File: config.mk
export PLATFORM = sky130hd
export DESIGN_NAME = car_collide
export DESIGN_NICKNAME = d
export VERILOG_FILES = /design/src/rtl/frogger_pkg.sv /design/src/rtl/wrap_overlap.sv /design/src/rtl/car_collide.sv
export SDC_FILE = /design/constraint.sdc
export NUM_CORES = 1
export LEC_CHECK = 0
export ABC_CLOCK_PERIOD_IN_PS = 14200
export CAP_MARGIN = 20
export CORE_MARGIN = 3
export CORE_UTILIZATION = 52
export DETAILED_ROUTE_END_ITERATION = 7
export GPL_TIMING_DRIVEN = 0
export PLACE_DENSITY = 0.8
export SYNTH_ARGS = -nofsm -noshare
export SYNTH_HDL_FRONTEND = slang
export SYNTH_SLANG_ARGS = --single-unit
File: constraint.sdc
create_clock -name Clk -period 14.2 [get_ports Clk]
set_clock_uncertainty 0.1 [all_clocks]
set_input_delay 2.84 -clock Clk [delete_from_list [all_inputs] [get_ports Clk]]
set_output_delay 2.84 -clock Clk [all_outputs]
set_load 0.01 [all_outputs]
File: src/rtl/frogger_pkg.sv
// Shared constants and state encoding for the frogger collision logic.
// Screen geometry defaults live here so every row stage agrees on them.
package frogger_pkg;

  localparam int SCREEN_W = 640;
  localparam int ROW_H    = 32;
  localparam int CAR_W    = 64;
  localparam int FROG_W   = 32;

  typedef enum logic [1:0] {
    IDLE,
    SCAN,
    REPORT,
    HOLD
  } coll_state_t;

endpackage

File: src/rtl/wrap_overlap.sv
// Horizontal overlap test between frog and one car on a circular screen.
// Either left edge at or beyond SCREEN_W never overlaps.
module wrap_overlap #(
  parameter int SCREEN_W = frogger_pkg::SCREEN_W,
  parameter int CAR_W    = frogger_pkg::CAR_W,
  parameter int FROG_W   = frogger_pkg::FROG_W
) (
  input  logic [10:0] f,
  input  logic [10:0] c,
  output logic        hit
);

  localparam logic signed [11:0] SW_S   = 12'(SCREEN_W);
  localparam logic signed [11:0] CAR_S  = 12'(CAR_W);
  localparam logic signed [11:0] FROG_S = 12'(FROG_W);

  // (a - b) mod SCREEN_W for in-range operands; 12 bits holds the full span.
  function automatic logic signed [11:0] wrap_diff(input logic [10:0] a,
                                                   input logic [10:0] b);
    logic signed [11:0] d;
    d = $signed({1'b0, a}) - $signed({1'b0, b});
    if (d < 0) d = d + SW_S;
    return d;
  endfunction

  logic signed [11:0] dfc;
  logic signed [11:0] dcf;
  logic               in_range;

  always_comb begin
    dfc      = wrap_diff(f, c);
    dcf      = wrap_diff(c, f);
    in_range = ({1'b0, f} < 12'(SCREEN_W)) && ({1'b0, c} < 12'(SCREEN_W));
    hit      = in_range && ((dfc < CAR_S) || (dcf < FROG_S));
  end

endmodule

File: src/rtl/car_collide.sv
// Per-row frog/car collision detector: snapshots a row on each frame tick,
// scans cars one per clock through a shared comparator and holds hits until acked.
module car_collide
  import frogger_pkg::*;
#(
  parameter int NUM_CARS = 4,
  parameter int CAR_W    = frogger_pkg::CAR_W,
  parameter int FROG_W   = frogger_pkg::FROG_W,
  parameter int ROW_H    = frogger_pkg::ROW_H,
  parameter int SCREEN_W = frogger_pkg::SCREEN_W
) (
  input  logic                                               Clk,
  input  logic                                               Reset,
  input  logic                                               frame_clk,
  input  logic [NUM_CARS-1:0][10:0]                          Car_X,
  input  logic [NUM_CARS-1:0]                                Car_Valid,
  input  logic [10:0]                                        CarY,
  input  logic [10:0]                                        FrogX,
  input  logic [10:0]                                        FrogY,
  input  logic                                               Hit_Ack,
  output logic                                               Frog_Hit,
  output logic [(NUM_CARS > 1 ? $clog2(NUM_CARS) : 1)-1:0]   Hit_Car,
  output logic                                               Busy,
  output logic                                               Overrun
);

  localparam int HC_W = (NUM_CARS > 1) ? $clog2(NUM_CARS) : 1;
  localparam logic [HC_W-1:0] LAST_IDX = HC_W'(NUM_CARS - 1);

  coll_state_t state_q, state_d;
  logic            fc_q, fc_d;
  logic [HC_W-1:0] idx_q, idx_d;
  logic            hit_found_q, hit_found_d;
  logic [HC_W-1:0] hit_idx_q, hit_idx_d;
  logic            frog_hit_q, frog_hit_d;
  logic [HC_W-1:0] hit_car_q, hit_car_d;
  logic            busy_q, busy_d;
  logic            overrun_q, overrun_d;

  logic [NUM_CARS-1:0][10:0] car_x_q, car_x_d;
  logic [NUM_CARS-1:0]       car_valid_q, car_valid_d;
  logic [10:0]               car_y_q, car_y_d;
  logic [10:0]               frog_x_q, frog_x_d;
  logic [10:0]               frog_y_q, frog_y_d;

  logic start;
  logic v_match;
  logic h_hit;
  logic car_hit;

  wrap_overlap #(
    .SCREEN_W (SCREEN_W),
    .CAR_W    (CAR_W),
    .FROG_W   (FROG_W)
  ) u_overlap (
    .f   (frog_x_q),
    .c   (car_x_q[idx_q]),
    .hit (h_hit)
  );

  always_comb begin
    start   = frame_clk & ~fc_q;
    v_match = ({1'b0, frog_y_q} >= {1'b0, car_y_q}) &&
              ({1'b0, frog_y_q} < ({1'b0, car_y_q} + 12'(ROW_H)));
    car_hit = car_valid_q[idx_q] & v_match & h_hit;

    state_d     = state_q;
    fc_d        = frame_clk;
    idx_d       = idx_q;
    hit_found_d = hit_found_q;
    hit_idx_d   = hit_idx_q;
    frog_hit_d  = frog_hit_q;
    hit_car_d   = hit_car_q;
    overrun_d   = overrun_q;
    car_x_d     = car_x_q;
    car_valid_d = car_valid_q;
    car_y_d     = car_y_q;
    frog_x_d    = frog_x_q;
    frog_y_d    = frog_y_q;

    case (state_q)
      IDLE: begin
        if (start) begin
          car_x_d     = Car_X;
          car_valid_d = Car_Valid;
          car_y_d     = CarY;
          frog_x_d    = FrogX;
          frog_y_d    = FrogY;
          idx_d       = '0;
          hit_found_d = 1'b0;
          state_d     = SCAN;
        end
      end
      SCAN: begin
        if (car_hit && !hit_found_q) begin
          hit_idx_d   = idx_q;
          hit_found_d = 1'b1;
        end
        if (idx_q == LAST_IDX) state_d = REPORT;
        else                   idx_d   = idx_q + HC_W'(1);
      end
      REPORT: begin
        if (hit_found_q) begin
          frog_hit_d = 1'b1;
          hit_car_d  = hit_idx_q;
          state_d    = HOLD;
        end else begin
          frog_hit_d = 1'b0;
          state_d    = IDLE;
        end
      end
      HOLD: begin
        if (Hit_Ack) begin
          frog_hit_d = 1'b0;
          state_d    = IDLE;
        end
      end
      default: state_d = IDLE;
    endcase

    // Edges outside IDLE are dropped but remembered.
    if (start && (state_q != IDLE)) overrun_d = 1'b1;

    busy_d = (state_d == SCAN) || (state_d == REPORT);
  end

  always_ff @(posedge Clk) begin
    if (Reset) begin
      state_q     <= IDLE;
      fc_q        <= frame_clk;
      idx_q       <= '0;
      hit_found_q <= 1'b0;
      hit_idx_q   <= '0;
      frog_hit_q  <= 1'b0;
      hit_car_q   <= '0;
      busy_q      <= 1'b0;
      overrun_q   <= 1'b0;
    end else begin
      state_q     <= state_d;
      fc_q        <= fc_d;
      idx_q       <= idx_d;
      hit_found_q <= hit_found_d;
      hit_idx_q   <= hit_idx_d;
      frog_hit_q  <= frog_hit_d;
      hit_car_q   <= hit_car_d;
      busy_q      <= busy_d;
      overrun_q   <= overrun_d;
    end
  end

  // Snapshot registers carry data only; they are always loaded before use.
  always_ff @(posedge Clk) begin
    car_x_q     <= car_x_d;
    car_valid_q <= car_valid_d;
    car_y_q     <= car_y_d;
    frog_x_q    <= frog_x_d;
    frog_y_q    <= frog_y_d;
  end

  assign Frog_Hit = frog_hit_q;
  assign Hit_Car  = hit_car_q;
  assign Busy     = busy_q;
  assign Overrun  = overrun_q;

endmodule

# After elaboration in Yosys (flattened, before gate mapping)
# Cells that the tools add are included.
# totals
regBits	94
latchBits	0
ram_bits	0
mem_bits_ro	0
in_bits	85
output_inout_bits	5
word_cells	84
n_memories	0
# classes
n_addsub	6
mul	0
div	0
order_cmp	9
eq_ne	10
shift	0
muxes	20
bitwise	4
reduce_logical	18
# ops
cell	count
$add 12x11->12 const B	2
$lt 12x1->1 const B	2
$mux 12	2
$sub 11x11->12	2
$bmux 11 s2	1
$lt 11x10->1 const B	2
$add 11x6->12 const B	1
$lt 11x12->1	1
$lt 12x7->1 const B	1
$lt 12x8->1 const B	1
$mux 2	6
$ge 11x11->1	1
$mux 11	1
$eq 2x2->1 const B	4
$ne 2x2->1 const B	4
$pmux 2 s4	1
$reduce_and 2->1	4
$reduce_and 3->1	2
$reduce_bool 2->1	3
$logic_and 1x1->1	5
$mux 1	5
$eq 2x1->1 const B	2
$pmux 1 s2	2
$pmux 2 s2	1
other kinds (8)	11

# Logic depth before layout (Yosys ltp)
# Gate-level depths: netlist of the first run.
# depth
ltp_word	12
depth_mapped	18
depth_no_buf	16

# By module
# From an unflattened synthesis of the first run, not the netlist that was laid out.
# hier_totals
hier_cells	370
area_unflattened_um2	4793.3
# by_module_without_submodules
module	instances	cells_per_inst	area_per_inst_um2	seq_area_each_um2
car_collide	1	222	3766.1	2692.6
wrap_overlap	1	148	1027.2	0.0

# Least setup slack after synthesis of the first run
# OpenSTA, ideal clock, no wires.
# synth_timing
kind	input port to flip-flop
from	input frame_clk
to	register busy_q, in the netlist Busy
setup_time_ps	58
arrival_time_ps	12514
required_time_ps	14042
setup_slack_ps	1528
path_stages	4
n_path_buf	0
cell_sequence	nor4b_1 nor2_1 a21oi_1 o21a_1
# synth_via
elab_chain_cells	5
elab_cells_between_ends	6
cone_classes	2 x eq/ne; 2 x mux; 1 x bitwise; 1 x reduce/logical
# synth_rtl
item	line_no	rtl
start: declaration	car_collide.sv:14	input logic frame_clk,
$and 1x1->1 *	car_collide.sv:62	start = frame_clk & ~fc_q;
$mux 2 *	car_collide.sv:83	if (start) begin
$pmux 2 s4 *	car_collide.sv:81	case (state_q)
$eq 2x1->1 or $eq 2x2->1 (tied branches)	car_collide.sv:124	busy_d = (state_d == SCAN) || (state_d == REPORT);
$logic_or 1x1->1 *	car_collide.sv:124	
end signal: assignment	car_collide.sv:146	busy_q <= busy_d;
end: declaration	car_collide.sv:37	logic busy_q, busy_d;
# Mark *: on every way between the ends. The rest lies on a longest branch, timed or not.
# A chain may end at the register's enable or synchronous reset.

# Final worst setup path of the first run
# layout_timing
from	register idx_q[0]
to	register hit_idx_q[1]
# layout_via
elab_chain_cells	11
elab_cells_between_ends	22
cone_classes	4 x add/sub; 5 x order compare; 6 x mux; 2 x bitwise; 5 x reduce/logical
# layout_rtl
item	line_no	rtl
start: declaration	car_collide.sv:32	logic [HC_W-1:0] idx_q, idx_d;
start signal: assignment	car_collide.sv:141	idx_q <= idx_d;
$bmux 11 s2	car_collide.sv:57	.c (car_x_q[idx_q]),
$mux 11 (not written as such)	car_collide.sv:57	
$sub 11x11->12	wrap_overlap.sv:21	d = $signed({1'b0, a}) - $signed({1'b0, b});
$add 12x11->12 or $lt 12x1->1 (tied branches)	wrap_overlap.sv:22	if (d < 0) d = d + SW_S;
$mux 12	wrap_overlap.sv:22	
$lt 12x8->1 or $lt 12x7->1 (tied branches)	wrap_overlap.sv:34	hit = in_range && ((dfc < CAR_S) || (dcf < FROG_S));
$logic_or 1x1->1	wrap_overlap.sv:34	
$logic_and 1x1->1	wrap_overlap.sv:34	
$and 1x1->1 *	car_collide.sv:65	car_hit = car_valid_q[idx_q] & v_match & h_hit;
$logic_and 1x1->1 *	car_collide.sv:95	if (car_hit && !hit_found_q) begin
$reduce_and 2->1 (no source line) *	-	
end signal: assignment	car_collide.sv:143	hit_idx_q <= hit_idx_d;
end: declaration	car_collide.sv:34	logic [HC_W-1:0] hit_idx_q, hit_idx_d;
# Mark *: on every way between the ends. The rest lies on a longest branch, timed or not. The select of a mux whose other input is x is not followed.

==> summary.txt, run 1 <==
CTS
  • CTS tree: done
  • TritonCTS Buffers: 9
  • Post-cts resize count: 0
  • Clk root buf: clkbuf_8
  • Worst skew pair latency: 0.35 ns
  • Post-CTS Setup Repair Bufs: 0
  • Clock Path Buffers: 2
  • Clock Sinks: 94
  • Hold-fix buffers, CTS: 0
  • CTS H-Tree Depth: 3
  • Clock-pin slew on the worst setup and hold paths: 0.10 ns

GRT
  • Largest net degree at the start of global routing: 17
  • GR Util All Layers: 18.7%
  • Grt ovf: 0
  • Vias in the first global route: 3217
  • First-pass GRT wire length: 14800 µm
  • Initial antenna violation count: 0

Die
  • Row count: 33
  • Die height: 100 µm
  • Core area: 0.00842 mm²
  • Die X: 100 µm
  • Initial Utilization: 54.9%
  • I/O pin cnt: 90
  • Die area: 0.0101 mm²

Power and ir drop
  • Pwr Density: 107 mW/mm²
  • Pwr Total: 637 µW
  • Pleak: 2.33 nW
  • Worst vdd ir: 0.0000608 V

Drt
  • Final WL: 8710 µm
  • First-pass DRT Iterations: 4
  • Post-DRT Antenna Nets: 0
  • Drt wl/cell: 15.4 µm
  • Via-per-instance ratio: 5.37
  • Drc violations: 0
  • DR iter-0 viols: 165
  • Routed via count: 3029

Timing
  • Final hold viol count: 0
  • Crit path time final: 5.22 ns
  • Worst-margin pin slew: 0.813 ns
  • Fmax: 192 MHz
  • RSZ-0062 raised after global routing: no
  • Period utilisation layout: 36.8%
  • Final Slew Violations: 0
  • TNS Setup: 0 ns
  • Final setup vio count: 0
  • Slack of the critical path: 8.98 ns
  • Relative slew margins: 45.8%
  • Fin Hold WS: 0.375 ns

Synthesis
  • Cell taking the most area after synthesis: edfxtp_1
  • Cell count after synthesis: 344
  • Top FF cell, synth: edfxtp_1
  • Warnings from Yosys: 0
  • Mapped Nets: 470
  • Number of enable flip-flop cells after synthesis: 81
  • Seq/Total Area, Yosys: 58.2%
  • Synth top area share: 52.6%
  • Synth Register Bits: 94
  • Synthesized area: 0.00463 mm²
  • Ys async rst share: 0%
  • Post-Syn Area per Cell: 13.5 µm²
  • Library cells used by synthesis: 55
  • Largest cells by area after synthesis: edfxtp_1, ha_1, dfxtp_1

Layout
  • Most frequent cells in the layout: clkdlybuf4s50_1, edfxtp_1, inv_1, ha_1, nor2_1
  • Final Util: 70.9%
  • Layout Area Growth over Synthesis: 29.1%
  • Area of the multi-input gates: 0.00175 mm²
  • Post-layout net count: 580
  • Commonest non-fill, non-tap cell in the layout: clkdlybuf4s50_1
  • Finished Cell Area: 0.00597 mm²
  • Filler cells: 614
  • Layout cell share with drive strength beyond 1: 10.0%
  • Post-route non-filler standard cell count: 564
  • # diodes: 0
  • Reg area: 0.00269 mm²

Placement
  • Pre-CTS setup slack: 8.96 ns
  • Final GP Congestion: 0.834
  • Placed cell count: 548
  • Port Buffers: 89
  • DP Wirelength: 6960 µm
  • Post-Place Cell Area: 0.00573 mm²

Critical path
  • Worst Setup End Kind: flop
  • CP Launch Type: flop
  • CP Max Fanout: 10
  • Crit path kind: reg -> reg
  • CP Data Arrival Time: 5.36 ns
  • CP required: 14.34 ns
  • Worst reg2reg path depth: 18

Worst hold path
  • HP Class: reg -> reg
  • Hold Crit Depth: 2

Outcome
  • Outcome: finished clean

Flow run
  • Max-cap check violation count: 0
cell families after synthesis:
group | count (synthesis) | synth area share (%)
xor+xnor | 13 | 2.46
mux | 16 | 6.16
compound gates | 62 | 9.73
simple gates | 70 | 8.22
buf+inv | 48 | 4.16
fa+ha+maj | 41 | 11.1
flops | 94 | 58.2
metal layers:
metal	up-vias	wire, µm	track usage (%)
met4	0	74	4.77
met3	7	474	4.24
met2	77	4490	32.9
met5	-	0	0
li1	1496	-	-
met1	1449	3670	23.4
synthesized netlist by cell type (all sizes together), types with 2 or more instances:
master   count
nor3b        4
nand3b       2
a211oi       3
xnor2       13
nor2        18
a2111oi      2
o221ai       3
nor3         3
nor2b        2
o211ai       3
nand2b      11
o21a         3
edfxtp      81
inv         42
nand2       12
buf          5
nand3        5
a21o         6
a21oi       14
o311ai       2
o21bai       4
o21ai       10
nand4        5
and3         2
ha          41
dfxtp       13
mux4        10
a221oi       4
mux2i        6
report_power, final:
| part | leakage (nW) | switching [mW] | internal, mW |
|---|---|---|---|
| registers | 0.860 | 0.00476 | 0.313 |
| clock network | 0.118 | 0.0946 | 0.118 |
| logic | 1.35 | 0.0501 | 0.0570 |
final timing paths:
kind | startpoint | endpoint | slack (ns)
min reg2reg | Frog_Hit | Frog_Hit | 0.38
max reg2reg | idx_q[0] | hit_idx_q[1] | 8.98
min | Frog_Hit | Frog_Hit | 0.38
max | idx_q[0] | hit_idx_q[1] | 8.98
critical path: stages, from the launching register on:
cell      delay [ns]
dfxtp_1         0.37
buf_4           0.21
buf_1           0.64
mux4_2          0.62
ha_1            0.34
and3_1          0.21
buf_6           0.13
a221oi_1        0.34
o221ai_1        0.22
a21oi_1         0.22
xnor2_1         0.19
inv_1           0.10
ha_1            0.31
nor3b_2         0.30
nand3b_1        0.12
a211o_1         0.30
nand4_1         0.08
o211ai_2        0.14
mux2i_1         0.15
flip-flops by register name, summed over array words and instances, names as in the netlist:
signal / flops
car_x_q: 44
Hit_Car: 2
state_q: 2
Frog_Hit: 1
idx_q: 2
Overrun: 1
car_valid_q: 4
fc_q: 1
car_y_q: 11
Busy: 1
hit_found_q: 1
frog_y_q: 11
hit_idx_q: 2
frog_x_q: 11
cell type report:
cell class	count	share of cell area (%)
multi-input cells	202	29.3
clock buffers	9	2.07
repair buffers	99	16.2
plain buffers	6	0.586
clock inverters	7	1.99
well taps	105	2.20
flip-flops and latches	94	45.1
inverters	42	2.64
Note: power is estimated with default switching activity, not from simulation.
==> run 2, diff against run 1 <==
--- a/config.mk
+++ b/config.mk
@@ -5,13 +5,13 @@
 export SDC_FILE = /design/constraint.sdc
 export NUM_CORES = 1
 export LEC_CHECK = 0
-export ABC_CLOCK_PERIOD_IN_PS = 14200
+export ABC_CLOCK_PERIOD_IN_PS = 4600
 export CAP_MARGIN = 20
 export CORE_MARGIN = 3
-export CORE_UTILIZATION = 52
+export CORE_UTILIZATION = 47
 export DETAILED_ROUTE_END_ITERATION = 7
 export GPL_TIMING_DRIVEN = 0
-export PLACE_DENSITY = 0.8
+export PLACE_DENSITY = 0.76
 export SYNTH_ARGS = -nofsm -noshare
 export SYNTH_HDL_FRONTEND = slang
 export SYNTH_SLANG_ARGS = --single-unit
==> constraint.sdc (replaced) <==
create_clock -name Clk -period 4.6 [get_ports Clk]
set_clock_uncertainty 0.1 [all_clocks]
set_input_delay 0.92 -clock Clk [delete_from_list [all_inputs] [get_ports Clk]]
set_output_delay 0.92 -clock Clk [all_outputs]
set_load 0.01 [all_outputs]
==> run 2 against run 1 <==
  * First-iteration DRC count is 30% lower
  * Global-route usage is 2.1 points lower
  * Combinational power grew to 3.3 times the previous value
  * Sequential share of layout area is 0.38 points lower
  * Clock-buffer cell count is 1 higher
  * Sequential power grew to 3.1 times the previous value
  * Die area is 10% higher
  * Critical path type unchanged
  * Fmax is 19% higher
==> summary.txt, run 2 (synthesis gave the netlist of run 1 again) <==
Timing
  • Worst-margin pin slew: 0.819 ns
  • Slack of the critical path: 0.225 ns
  • Final setup vio count: 0
  • TNS Setup: 0 ns
  • Crit path time final: 4.37 ns
  • Relative slew margins: 45.2%
  • Period utilisation layout: 95.1%
  • Final hold viol count: 0
  • Final Slew Violations: 0
  • Fmax: 229 MHz

Critical path
  • CP Launch Type: flop
  • CP Max Fanout: 10
  • Crit path kind: reg -> reg
  • Reg2reg setup slack: 0.23 ns
  • R2R Path Start: idx_q[1]
  • Worst Setup End Kind: flop
  • Worst reg2reg path depth: 18
  • End point of the critical path: hit_idx_q[1]
  • Worst R2R End: hit_idx_q[1]
  • Critical path launch point: idx_q[1]
  • CP required: 4.74 ns
  • CP Data Arrival Time: 4.52 ns

Layout
  • Layout cell share with drive strength beyond 1: 10.1%
  • Finished Cell Area: 0.00603 mm²
  • Most frequent cells in the layout: clkdlybuf4s50_1, edfxtp_1, inv_1, ha_1, nor2_1
  • Largest register FFs: 44
  • # diodes: 0
  • Top reg by flops: car_x_q
  • Post-layout net count: 576
  • Post-route non-filler standard cell count: 584
  • Commonest non-fill, non-tap cell in the layout: clkdlybuf4s50_1
  • Layout Area Growth over Synthesis: 30.3%

Die
  • Die X: 105 µm
  • Row count: 35
  • Core area: 0.00942 mm²
  • Initial Utilization: 49.2%
  • I/O pin cnt: 90
  • Die height: 105 µm
  • Die area: 0.0111 mm²

GRT
  • Grt ovf: 0
  • GR Util All Layers: 16.6%
  • Initial antenna violation count: 0
  • First-pass GRT wire length: 14600 µm
  • Largest net degree at the start of global routing: 20
  • Vias in the first global route: 3124

Drt
  • DR iter-0 viols: 116
  • Routed via count: 2992
  • First-pass DRT Iterations: 4
  • Post-DRT Antenna Nets: 0
  • Via-per-instance ratio: 5.12
  • Final WL: 8820 µm
  • Drt wl/cell: 15.1 µm
  • Drc violations: 0

Placement
  • Placed cell count: 567
  • Pre-CTS setup slack: -0.702 ns
  • Port Buffers: 89
  • Post-Place Cell Area: 0.00577 mm²
  • Final GP Congestion: 0.795
  • DP Wirelength: 6880 µm

Worst hold path
  • Hold Crit Depth: 2
  • HP Class: reg -> reg
  • Startpoint of the most critical hold path: Frog_Hit

Outcome
  • Outcome: finished clean

CTS
  • Clock Path Buffers: 2
  • Worst skew pair latency: 0.37 ns
  • TritonCTS Buffers: 9
  • Clock-pin slew on the worst setup and hold paths: 0.08 ns
  • Clock Sinks: 94
  • Clk root buf: clkbuf_8
  • CTS tree: done
  • CTS H-Tree Depth: 3

Power and ir drop
  • Pwr Density: 312 mW/mm²
  • Worst vdd ir: 0.000217 V
  • Pwr Total: 1.88 mW
  • Pleak: 2.32 nW

Flow run
  • Max-cap check violation count: 0
## run 2: changes by cell type in the layout (fill, tap and decap cells not counted), sizes merged
cell | previous run | this run
bufinv | 3 | 1
buf | 15 | 11
inv | 44 | 45
clkbuf | 10 | 11
## run 2: worst min-delay path by stage
| stage | endpoint | slack, ns |
|---|---|---|
| global route | Frog_Hit | 0.39 |
| global placement | Frog_Hit | 0.34 |
| CTS | Frog_Hit | 0.38 |
| finish | Frog_Hit | 0.37 |
| detailed placement | Frog_Hit | 0.37 |
| floorplan | hit_idx_q[1] | 0.35 |
## run 2: timing repair
action                                  in CTS  in global routing
endpoints found under the setup margin       3                  3
pin swaps                                    0                  2
gates resized for setup                      5                  8
cloned                                       0                  0
buffers inserted                             0                  2
hold buffers                                 0                  0
## run 2: area by class of cell
class | count | area (µm²)
Buffer | 5 | 53.8
Sequential cell | 94 | 2690
Clock buffer | 10 | 128
Fill cell | 714 | 3390
Inverter | 42 | 158
Tap cell | 129 | 161
Timing Repair Buffer | 96 | 977
Clock inverter | 6 | 67.6
Multi-Input combinational cell | 202 | 1790
## run 2: power by group
group	internal (mW)	switching [mW]	leakage [nW]	total, mW
Sequential	0.967	0.0158	0.861	0.983
Combinational	0.186	0.165	1.37	0.351
Clock	0.256	0.292	0.0953	0.548
Total	1.41	0.473	2.32	1.88
## run 2: metal layers
metal | wire [µm] | up-vias | track usage (%)
li1 | - | 1488 | -
met1 | 3700 | 1413 | 20.1
met2 | 4500 | 78 | 28.5
met3 | 475 | 13 | 4.35
met4 | 148 | 0 | 6.19
met5 | 0 | - | 0
## run 2: worst max-delay path, cell delays in order, from the launching register on
cell	delay, ns
dfxtp_1	0.37
buf_4	0.20
buf_6	0.18
mux4_2	0.32
ha_1	0.37
and3_1	0.19
buf_6	0.13
a221oi_4	0.27
o221ai_1	0.19
a21oi_1	0.20
xnor2_1	0.20
inv_1	0.11
ha_1	0.34
nor3b_4	0.26
nand3b_1	0.13
a211o_1	0.31
nand4_1	0.09
o211ai_2	0.14
mux2i_1	0.15
## run 2: per-stage QoR
stage               hold slack [ns]  utilization (%)
floorplan                     0.351                -
finish                        0.371             64.0
detailed placement            0.367             61.2
global route                  0.394             64.0
global placement              0.341             60.5
CTS                           0.380             63.5
